[config.mk]
export PLATFORM = sky130hd
export DESIGN_NAME = systolic_array_feeder_ws_seq
export DESIGN_NICKNAME = d
export VERILOG_FILES = /design/src/rtl/systolic_array_feeder_ws_seq_pkg.sv /design/src/rtl/systolic_array_feeder_out_reg.sv /design/src/rtl/systolic_array_feeder_ws_seq.sv
export SDC_FILE = /design/constraint.sdc
export NUM_CORES = 1
export LEC_CHECK = 0
export CORE_MARGIN = 1
export CORE_UTILIZATION = 53
export CTS_BUF_LIST = sky130_fd_sc_hd__clkbuf_4 sky130_fd_sc_hd__clkbuf_8
export CTS_CLUSTER_SIZE = 25
export DETAILED_ROUTE_END_ITERATION = 7
export PLACE_DENSITY_LB_ADDON = 0.1
export SLEW_MARGIN = 40
export SYNTH_ARGS = -nofsm -noshare
export SYNTH_HDL_FRONTEND = slang
export SYNTH_SLANG_ARGS = --single-unit
[constraint.sdc]
create_clock -name clk -period 2.15 [get_ports clk]
set_input_delay 0.645 -clock clk [delete_from_list [all_inputs] [get_ports clk]]
set_output_delay 0.645 -clock clk [all_outputs]
set_load 0.005 [all_outputs]
[src/rtl/systolic_array_feeder_ws_seq_pkg.sv]
// Shared definitions for the weight-stationary feeder and the array control FSM.
package systolic_array_feeder_ws_seq_pkg;

  // Feeder sequencing states
  typedef enum logic [1:0] {
    ST_IDLE    = 2'd0,
    ST_WEIGHTS = 2'd1,
    ST_DATA    = 2'd2,
    ST_DRAIN   = 2'd3
  } feeder_state_e;

  // Defaults shared with the array control FSM
  localparam int unsigned DATA_WIDTH_DEF       = 8;
  localparam int unsigned WEIGHTS_CYCLE_DEF    = 8;
  localparam int unsigned DATAPATH_LATENCY_DEF = 17;
  localparam int unsigned MAX_DATA_BEATS_DEF   = 1024;

endpackage

[src/rtl/systolic_array_feeder_out_reg.sv]
// Registered shared-bus output stage; idle cycles drive an all-zero dummy beat.
module systolic_array_feeder_out_reg #(
  parameter int unsigned DATA_WIDTH = 8
) (
  input  logic                  clk,
  input  logic                  rst,
  input  logic                  accept,
  input  logic [DATA_WIDTH-1:0] beat_data,
  input  logic                  beat_last,
  output logic                  o_valid,
  output logic [DATA_WIDTH-1:0] o_data,
  output logic                  o_last
);

  // One-cycle latency from acceptance to the bus, zero-filled when nothing is accepted
  always_ff @(posedge clk or posedge rst) begin
    if (rst) begin
      o_valid <= 1'b0;
      o_data  <= '0;
      o_last  <= 1'b0;
    end else begin
      o_valid <= accept;
      o_data  <= accept ? beat_data : '0;
      o_last  <= accept & beat_last;
    end
  end

endmodule

[src/rtl/systolic_array_feeder_ws_seq.sv]
// Weight-stationary feeder: muxes weight then activation streams onto the shared
// array bus for one tile per i_start, then waits out the array latency.
module systolic_array_feeder_ws_seq
  import systolic_array_feeder_ws_seq_pkg::*;
#(
  parameter int unsigned DATA_WIDTH       = DATA_WIDTH_DEF,
  parameter int unsigned WEIGHTS_CYCLE    = WEIGHTS_CYCLE_DEF,
  parameter int unsigned DATAPATH_LATENCY = DATAPATH_LATENCY_DEF,
  parameter int unsigned MAX_DATA_BEATS   = MAX_DATA_BEATS_DEF
) (
  input  logic                  clk,
  input  logic                  rst,
  input  logic                  i_start,
  input  logic                  i_cmd,
  input  logic                  w_valid,
  input  logic [DATA_WIDTH-1:0] w_data,
  output logic                  w_ready,
  input  logic                  a_valid,
  input  logic [DATA_WIDTH-1:0] a_data,
  input  logic                  a_last,
  output logic                  a_ready,
  output logic                  o_valid,
  output logic [DATA_WIDTH-1:0] o_data,
  output logic                  o_last,
  output logic                  o_busy,
  output logic                  o_done,
  output logic                  o_err
);

  localparam int unsigned CNT_W_W = $clog2(WEIGHTS_CYCLE) + 1;
  localparam int unsigned CNT_A_W = $clog2(MAX_DATA_BEATS) + 1;
  localparam int unsigned CNT_D_W = $clog2(DATAPATH_LATENCY) + 1;

  feeder_state_e        state;
  logic [CNT_W_W-1:0]   cnt_w;
  logic [CNT_A_W-1:0]   cnt_a;
  logic [CNT_D_W-1:0]   cnt_d;

  logic                  w_acc;
  logic                  a_acc;
  logic                  ovf;
  logic                  w_done;
  logic                  d_done;
  logic                  accept;
  logic [DATA_WIDTH-1:0] beat_data;
  logic                  beat_last;

  // Phase gating: only the stream matching the control FSM phase can be accepted
  assign w_ready   = (state == ST_WEIGHTS) & i_cmd;
  assign a_ready   = (state == ST_DATA) & ~i_cmd;
  assign w_acc     = w_valid & w_ready;
  assign a_acc     = a_valid & a_ready;
  assign w_done    = w_acc & (cnt_w == CNT_W_W'(WEIGHTS_CYCLE - 1));
  assign ovf       = a_acc & ~a_last & (cnt_a == CNT_A_W'(MAX_DATA_BEATS - 1));
  assign d_done    = (state == ST_DRAIN) & (cnt_d == CNT_D_W'(DATAPATH_LATENCY - 1));
  assign accept    = w_acc | a_acc;
  assign beat_data = w_acc ? w_data : a_data;
  assign beat_last = a_acc & (a_last | ovf);

  assign o_busy = (state != ST_IDLE);
  assign o_done = d_done;

  // Tile sequencer: state, beat counters and sticky overflow flag
  always_ff @(posedge clk or posedge rst) begin
    if (rst) begin
      state <= ST_IDLE;
      cnt_w <= '0;
      cnt_a <= '0;
      cnt_d <= '0;
      o_err <= 1'b0;
    end else begin
      case (state)
        ST_IDLE: begin
          if (i_start) begin
            state <= ST_WEIGHTS;
            cnt_w <= '0;
            cnt_a <= '0;
            cnt_d <= '0;
          end
        end
        ST_WEIGHTS: begin
          if (w_done) begin
            state <= ST_DATA;
            cnt_w <= '0;
          end else if (w_acc) begin
            cnt_w <= cnt_w + CNT_W_W'(1);
          end
        end
        ST_DATA: begin
          if (a_acc) begin
            cnt_a <= cnt_a + CNT_A_W'(1);
            if (a_last | ovf) begin
              state <= ST_DRAIN;
              cnt_d <= '0;
            end
            if (ovf) begin
              o_err <= 1'b1;
            end
          end
        end
        ST_DRAIN: begin
          if (d_done) begin
            state <= ST_IDLE;
            cnt_d <= '0;
          end else begin
            cnt_d <= cnt_d + CNT_D_W'(1);
          end
        end
        default: state <= ST_IDLE;
      endcase
    end
  end

  systolic_array_feeder_out_reg #(
    .DATA_WIDTH(DATA_WIDTH)
  ) u_out_reg (
    .clk      (clk),
    .rst      (rst),
    .accept   (accept),
    .beat_data(beat_data),
    .beat_last(beat_last),
    .o_valid  (o_valid),
    .o_data   (o_data),
    .o_last   (o_last)
  );

endmodule

# Word-level counts from Yosys, hierarchy flattened
# Index checks and enable logic that the tools add are counted.
# totals
reg_bits	34
input_bits	23
output_inout_bits	15
# classes
add_sub_neg	3
n_eq_ne	12
n_mux	20
bitwise_logic	14
reduce_logical	10
# op_table
op	n
$mux W6	4
$mux W11	2
$pmux W11 S2	1
$pmux W6 S3	1
$mux W8	2
$mux W4	3
$add A11 B1 Y11 const B	1
$eq A11 B10 Y1 const B	1
$and A1 B1 Y1	10
$mux W2	5
$reduce_and A3 Y1	3
$ne A2 B2 Y1 const B	4
$pmux W2 S4	1
$pmux W4 S2	1
$add A6 B1 Y6 const B	1
$eq A6 B5 Y1 const B	1
$reduce_bool A2 Y1	3
$reduce_and A5 Y1	1
$add A4 B1 Y4 const B	1
$eq A2 B2 Y1 const B	2
$eq A4 B3 Y1 const B	1
$reduce_and A4 Y1	1
$ne A3 B3 Y1 const B	1
$reduce_bool A3 Y1	1
5 further kinds	7

# Longest topological paths before layout
# Gate-level depths: netlist (run 1).
# logic_depth
word_depth	9
ltp_mapped	8
ltp_nobuf	7

# Modules after synthesis
# A second synthesis (run 1) with hierarchy kept.
# hier_totals
cells_unflattened	187
hier_area_um2	1863.0
# by_module_without_submodules
mod	instances	cells_per_inst	area_each_um2
systolic_array_feeder_ws_seq	1	167	1552.7
systolic_array_feeder_out_reg	1	20	310.3

# Worst setup path after synthesis (run 1)
# OpenSTA, ideal clock, no wires.
# synth_timing
kind	flip-flop to output port
startpoint	register state[0]
endpoint	output a_ready
t_arrival_ns	1.184
t_required_ns	1.505
slack_ns	0.321
path_stages_with_launch	6
path_cell_list	dfrtp_1 inv_1 ha_1 buf_2 clkinv_1 nor2_1
# synth_between
elab_chain_cells	2
# synth_lines
element	line_no	source
start, declared	systolic_array_feeder_ws_seq.sv:34	feeder_state_e state;
start signal, assigned	systolic_array_feeder_ws_seq.sv:66	state <= ST_IDLE;
start signal, assigned	systolic_array_feeder_ws_seq.sv:75	state <= ST_WEIGHTS;
start signal, assigned	systolic_array_feeder_ws_seq.sv:83	state <= ST_DATA;
$eq A2 B2 Y1	systolic_array_feeder_ws_seq.sv:50	assign a_ready = (state == ST_DATA) & ~i_cmd;
$and A1 B1 Y1	systolic_array_feeder_ws_seq.sv:50	
end, declared	systolic_array_feeder_ws_seq.sv:21	output logic a_ready,
# Every way passes these cells.

# Final worst setup path (run 1)
# layout_timing
startpoint	input a_valid
endpoint	register cnt_d[5]
# layout_between
elab_chain_cells	6
elab_cells_between_ends	7
# layout_lines
element	line_no	source
start, declared	systolic_array_feeder_ws_seq.sv:18	input logic a_valid,
$and A1 B1 Y1 *	systolic_array_feeder_ws_seq.sv:52	assign a_acc = a_valid & a_ready;
$and A1 B1 Y1 (2 in a row)	systolic_array_feeder_ws_seq.sv:54	assign ovf = a_acc & ~a_last & (cnt_a == CNT_A_W'(MAX_DATA_BEATS - 1));
$or A1 B1 Y1	systolic_array_feeder_ws_seq.sv:92	if (a_last | ovf) begin
$ne A2 B1 Y1 (no source line)	n/a	
$reduce_and A4 Y1 (no source line) *	n/a	
end signal, assigned	systolic_array_feeder_ws_seq.sv:106	cnt_d <= cnt_d + CNT_D_W'(1);
end, declared	systolic_array_feeder_ws_seq.sv:37	logic [CNT_D_W-1:0] cnt_d;
# Mark *: on every way between the ends. The rest lies on a longest branch, timed or not.
# A chain may end at the register's enable or synchronous reset.

==> impl_results.md, run 1 <==
* Critical path class: in2reg
* Synth Warn # at 0
* Drt via density at about 5.8
* Mapped Avg Cell Area at approximately 9.9 sq um
* Die width at ~61 microns
* RR Startpoint: cnt_a[1]$_DFFE_PP0P_
* Hold Crit Class: reg2reg
* Crit path arrival time at approximately 2400 ps
* Max Clock Freq at 469 MHz
* Top cells by area, synth: dfrtp_1 46%, ha_1 6.2%, o21ai_0 5.7%, a22o_1 4.8%, nand2_1 4.5%
* Nets at 289
* Register area share after synthesis at about 46%
* I/O Pins at 38
* Final GP Congestion at around 0.85
* Synth unique cells at 46
* Worst setup margin at between 15 and 20 ps
* Slew margin rel. at between 70% and 80%
* CTS Buf Count at 5
* Placed Area at between 0.002 and 0.0025 sq mm
* Slew Viols, Final at 0
* DRC Markers at 0
* Worst R2R Path Depth at 6
* #FFs+latches synth at 34
* Min Tclk post-route at roughly 2100 ps
* CP max FO at 6
* Antenna fix cells at 0
* Unrepaired setup endpoints after global routing: true
* Syn nets at ~220
* Core Region at 0.00315 sq mm
* Die footprint at ~0.0037 sq mm
* Top cells by count, synth: 34 x dfrtp_1, 22 x nand2_1, 21 x o21ai_0
* Dpl ws at -376 ps
* Antenna viol nets, final at 0
* Wire per inst at between 15 and 20 microns
* Status: finished, final reports clean
* FFs w/ async S/R, synth at 100%
* Crit end category: flip-flop
* Clk buf depth at 2
* Htree depth at 2
* Max Cap Viol at 0
* Area leader, netlist: dfrtp_1
* Post-route cell area at ~0.0026 sq mm
* Post-DP HPWL at about 3400 microns
* Tot GR Track Use at ~30%
* Most common cell in the synthesized netlist: dfrtp_1
* DR vias at 1,747
* Tightest Pin Transition at approximately 430 ps
* Cell area after synthesis at 0.00183 sq mm
* CP startpoint kind: primary input
* Layout cell share with drive strength beyond 1 at 27.1%
* Final setup vio count at 0
* CTS tree: yes
* Hold Path Stages at 1
* Cells after Synth at 185
* Vias in the first global route at between 1,500 and 2,000
* TritonRoute pass-1 iters at 4
* Antenna violations before repair at 0
* Grt ovf at 0
* Port Buffer Count at 37
* Pin count of the biggest net entering global routing at 35
* HP Start: cnt_w[3]$_DFFE_PP0P_
* First-pass GRT wire length at about 7600 microns
* Fin crit share at between 90 and 100%
* Die height at 60.8 microns
* Required time worst endpoint at roughly 2400 ps
* Initial Util at ~58%
* Peak VDD IR at roughly 0.68 mV
* Total Wirelength at between 4000 and 5000 microns
* Clk_skew at around 10 ps
* Initial DRC count at ~130
* WHS Endpoint: cnt_w[3]$_DFFE_PP0P_
* # rows at 20
* P per Cell Area at roughly 1000 mW/mm^2
* Dominant synthesized flop cell: dfrtp_1
* Critical R2R Capture: state[1]$_DFFE_PP0P_
* Yosys top cell area share at between 40% and 50%
* Register-to-Register Setup Slack at about 140 ps
* Final hold vios at 0
* Sink Count at 34
* Area growth, synth to finish at 42.3%
* Worst skew pair latency at about 340 ps
* Post-synth EDFFs at 0
* Clock root cell: clkbuf_4
* Leakage at about 1.2 nW
* Reg clk slew, reported paths at ~100 ps
==> metrics by stage <==
step | hold WS, ps | utilization [%] | setup TNS [ps] | instances | total power [mW]
after detailed placement | 470 | 75.9 | -4410 | 283 | 2.01
after floorplan | 439 | - | 0 | 185 | 1.50
after global placement | 468 | 75.9 | -3560 | 283 | 1.93
after CTS | 490 | 81.1 | 0 | 300 | 2.54
final | 498 | 82.6 | 0 | 302 | 2.63
after global routing | 521 | 82.6 | -101 | 302 | 2.81
==> how the worst max path moves through the flow <==
stage / start / endpoint / slack (ps) / cells past startpoint
3_5_place_dp: i_cmd / w_ready / -380 / 3
6_report: a_valid / cnt_d[5]$_DFFE_PP0P_ / 20 / 6
3_3_place_gp: i_cmd / w_ready / -360 / 3
4_1_cts: cnt_d[0]$_DFFE_PP0P_ / o_done / 20 / 6
2_1_floorplan: state[0]$_DFFE_PP0P_ / a_ready / 320 / 5
5_1_grt: a_valid / cnt_d[5]$_DFFE_PP0P_ / -50 / 6
==> cell families after synthesis <==
kind of cell	Yosys count	synth area share (%)
compound gates	56	22.4
fa+ha+maj	9	6.15
buf+inv	15	3.62
flops	34	46.5
mux	2	1.23
simple gates	69	20.2
==> report_power, final <==
group,switching (mW),total (mW),internal (mW),leakage (nW)
Sequential,0.0728,0.814,0.741,0.465
Clock,0.216,0.387,0.171,0.0387
Combinational,0.697,1.43,0.730,0.688
==> state kept, by name (all words and copies together) (netlist names) <==
| register | flops |
|---|---|
| u_out_reg.o_data | 8 |
| state | 2 |
| cnt_a | 11 |
| u_out_reg.o_valid | 1 |
| u_out_reg.o_last | 1 |
| o_err | 1 |
| cnt_w | 4 |
| cnt_d | 6 |
==> cell type report <==
| type | count | area, sq um |
|---|---|---|
| Tap cell | 44 | 55.1 |
| Clock inverter | 1 | 5.00 |
| Clock buffer | 7 | 58.8 |
| Timing Repair Buffer | 70 | 604 |
| Inverter | 10 | 40.0 |
| Sequential cell | 34 | 851 |
| Multi-Input combinational cell | 136 | 991 |
| Fill cell | 220 | 548 |
==> routing by layer <==
metal	routed length, microns	track usage, %
met5	0	0
met4	72	10.7
met3	361	11.1
met2	2510	50.4
met1	1910	32.9
==> layout by cell type, fill, tap and decap left out, types with 2 or more instances in the layout <==
cell | netlist | final
a21o_1 | 3 | 3
a21oi_1 | 3 | 3
a22o_1 | 10 | 10
and2_1 | 2 | 2
and3_1 | 2 | 2
buf_2 | 2 | 2
buf_4 | 0 | 32
clkbuf_4 | 0 | 6
clkdlybuf4s50_1 | 0 | 32
dfrtp_1 | 34 | 34
dlygate4sd2_1 | 0 | 2
ha_1 | 9 | 4
ha_4 | 0 | 4
inv_1 | 9 | 5
inv_2 | 0 | 3
nand2_1 | 22 | 21
nand2b_1 | 2 | 2
nand3_1 | 4 | 4
nand4_1 | 5 | 5
nor2_1 | 12 | 12
nor2b_1 | 3 | 3
nor3_1 | 2 | 2
o21ai_0 | 21 | 21
o31ai_1 | 5 | 5
o41ai_1 | 3 | 3
or2_2 | 3 | 3
==> repair_timing <==
action	4_1_cts	5_1_grt
buffers inserted	9	2
hold buffers	0	0
gates resized for setup	24	10
pin swaps	3	4
setup endpoints to repair	4	4
==> worst max-delay path, cell delays in order <==
cell             delay, ps
clkdlybuf4s50_1        500
or3b_1                 370
nor4_2                 150
o21ai_1                140
buf_4                  180
o41ai_1                370
Note: power is estimated with default switching activity, not from simulation.
==> run 2: changes to the inputs <==
--- a/config.mk
+++ b/config.mk
@@ -5,7 +5,6 @@
 export SDC_FILE = /design/constraint.sdc
 export NUM_CORES = 1
 export LEC_CHECK = 0
-export CORE_MARGIN = 1
 export CORE_UTILIZATION = 53
 export CTS_BUF_LIST = sky130_fd_sc_hd__clkbuf_4 sky130_fd_sc_hd__clkbuf_8
 export CTS_CLUSTER_SIZE = 25
==> results of run 2 <==
Final layout, timing and power as in run 1 (identical DEF).
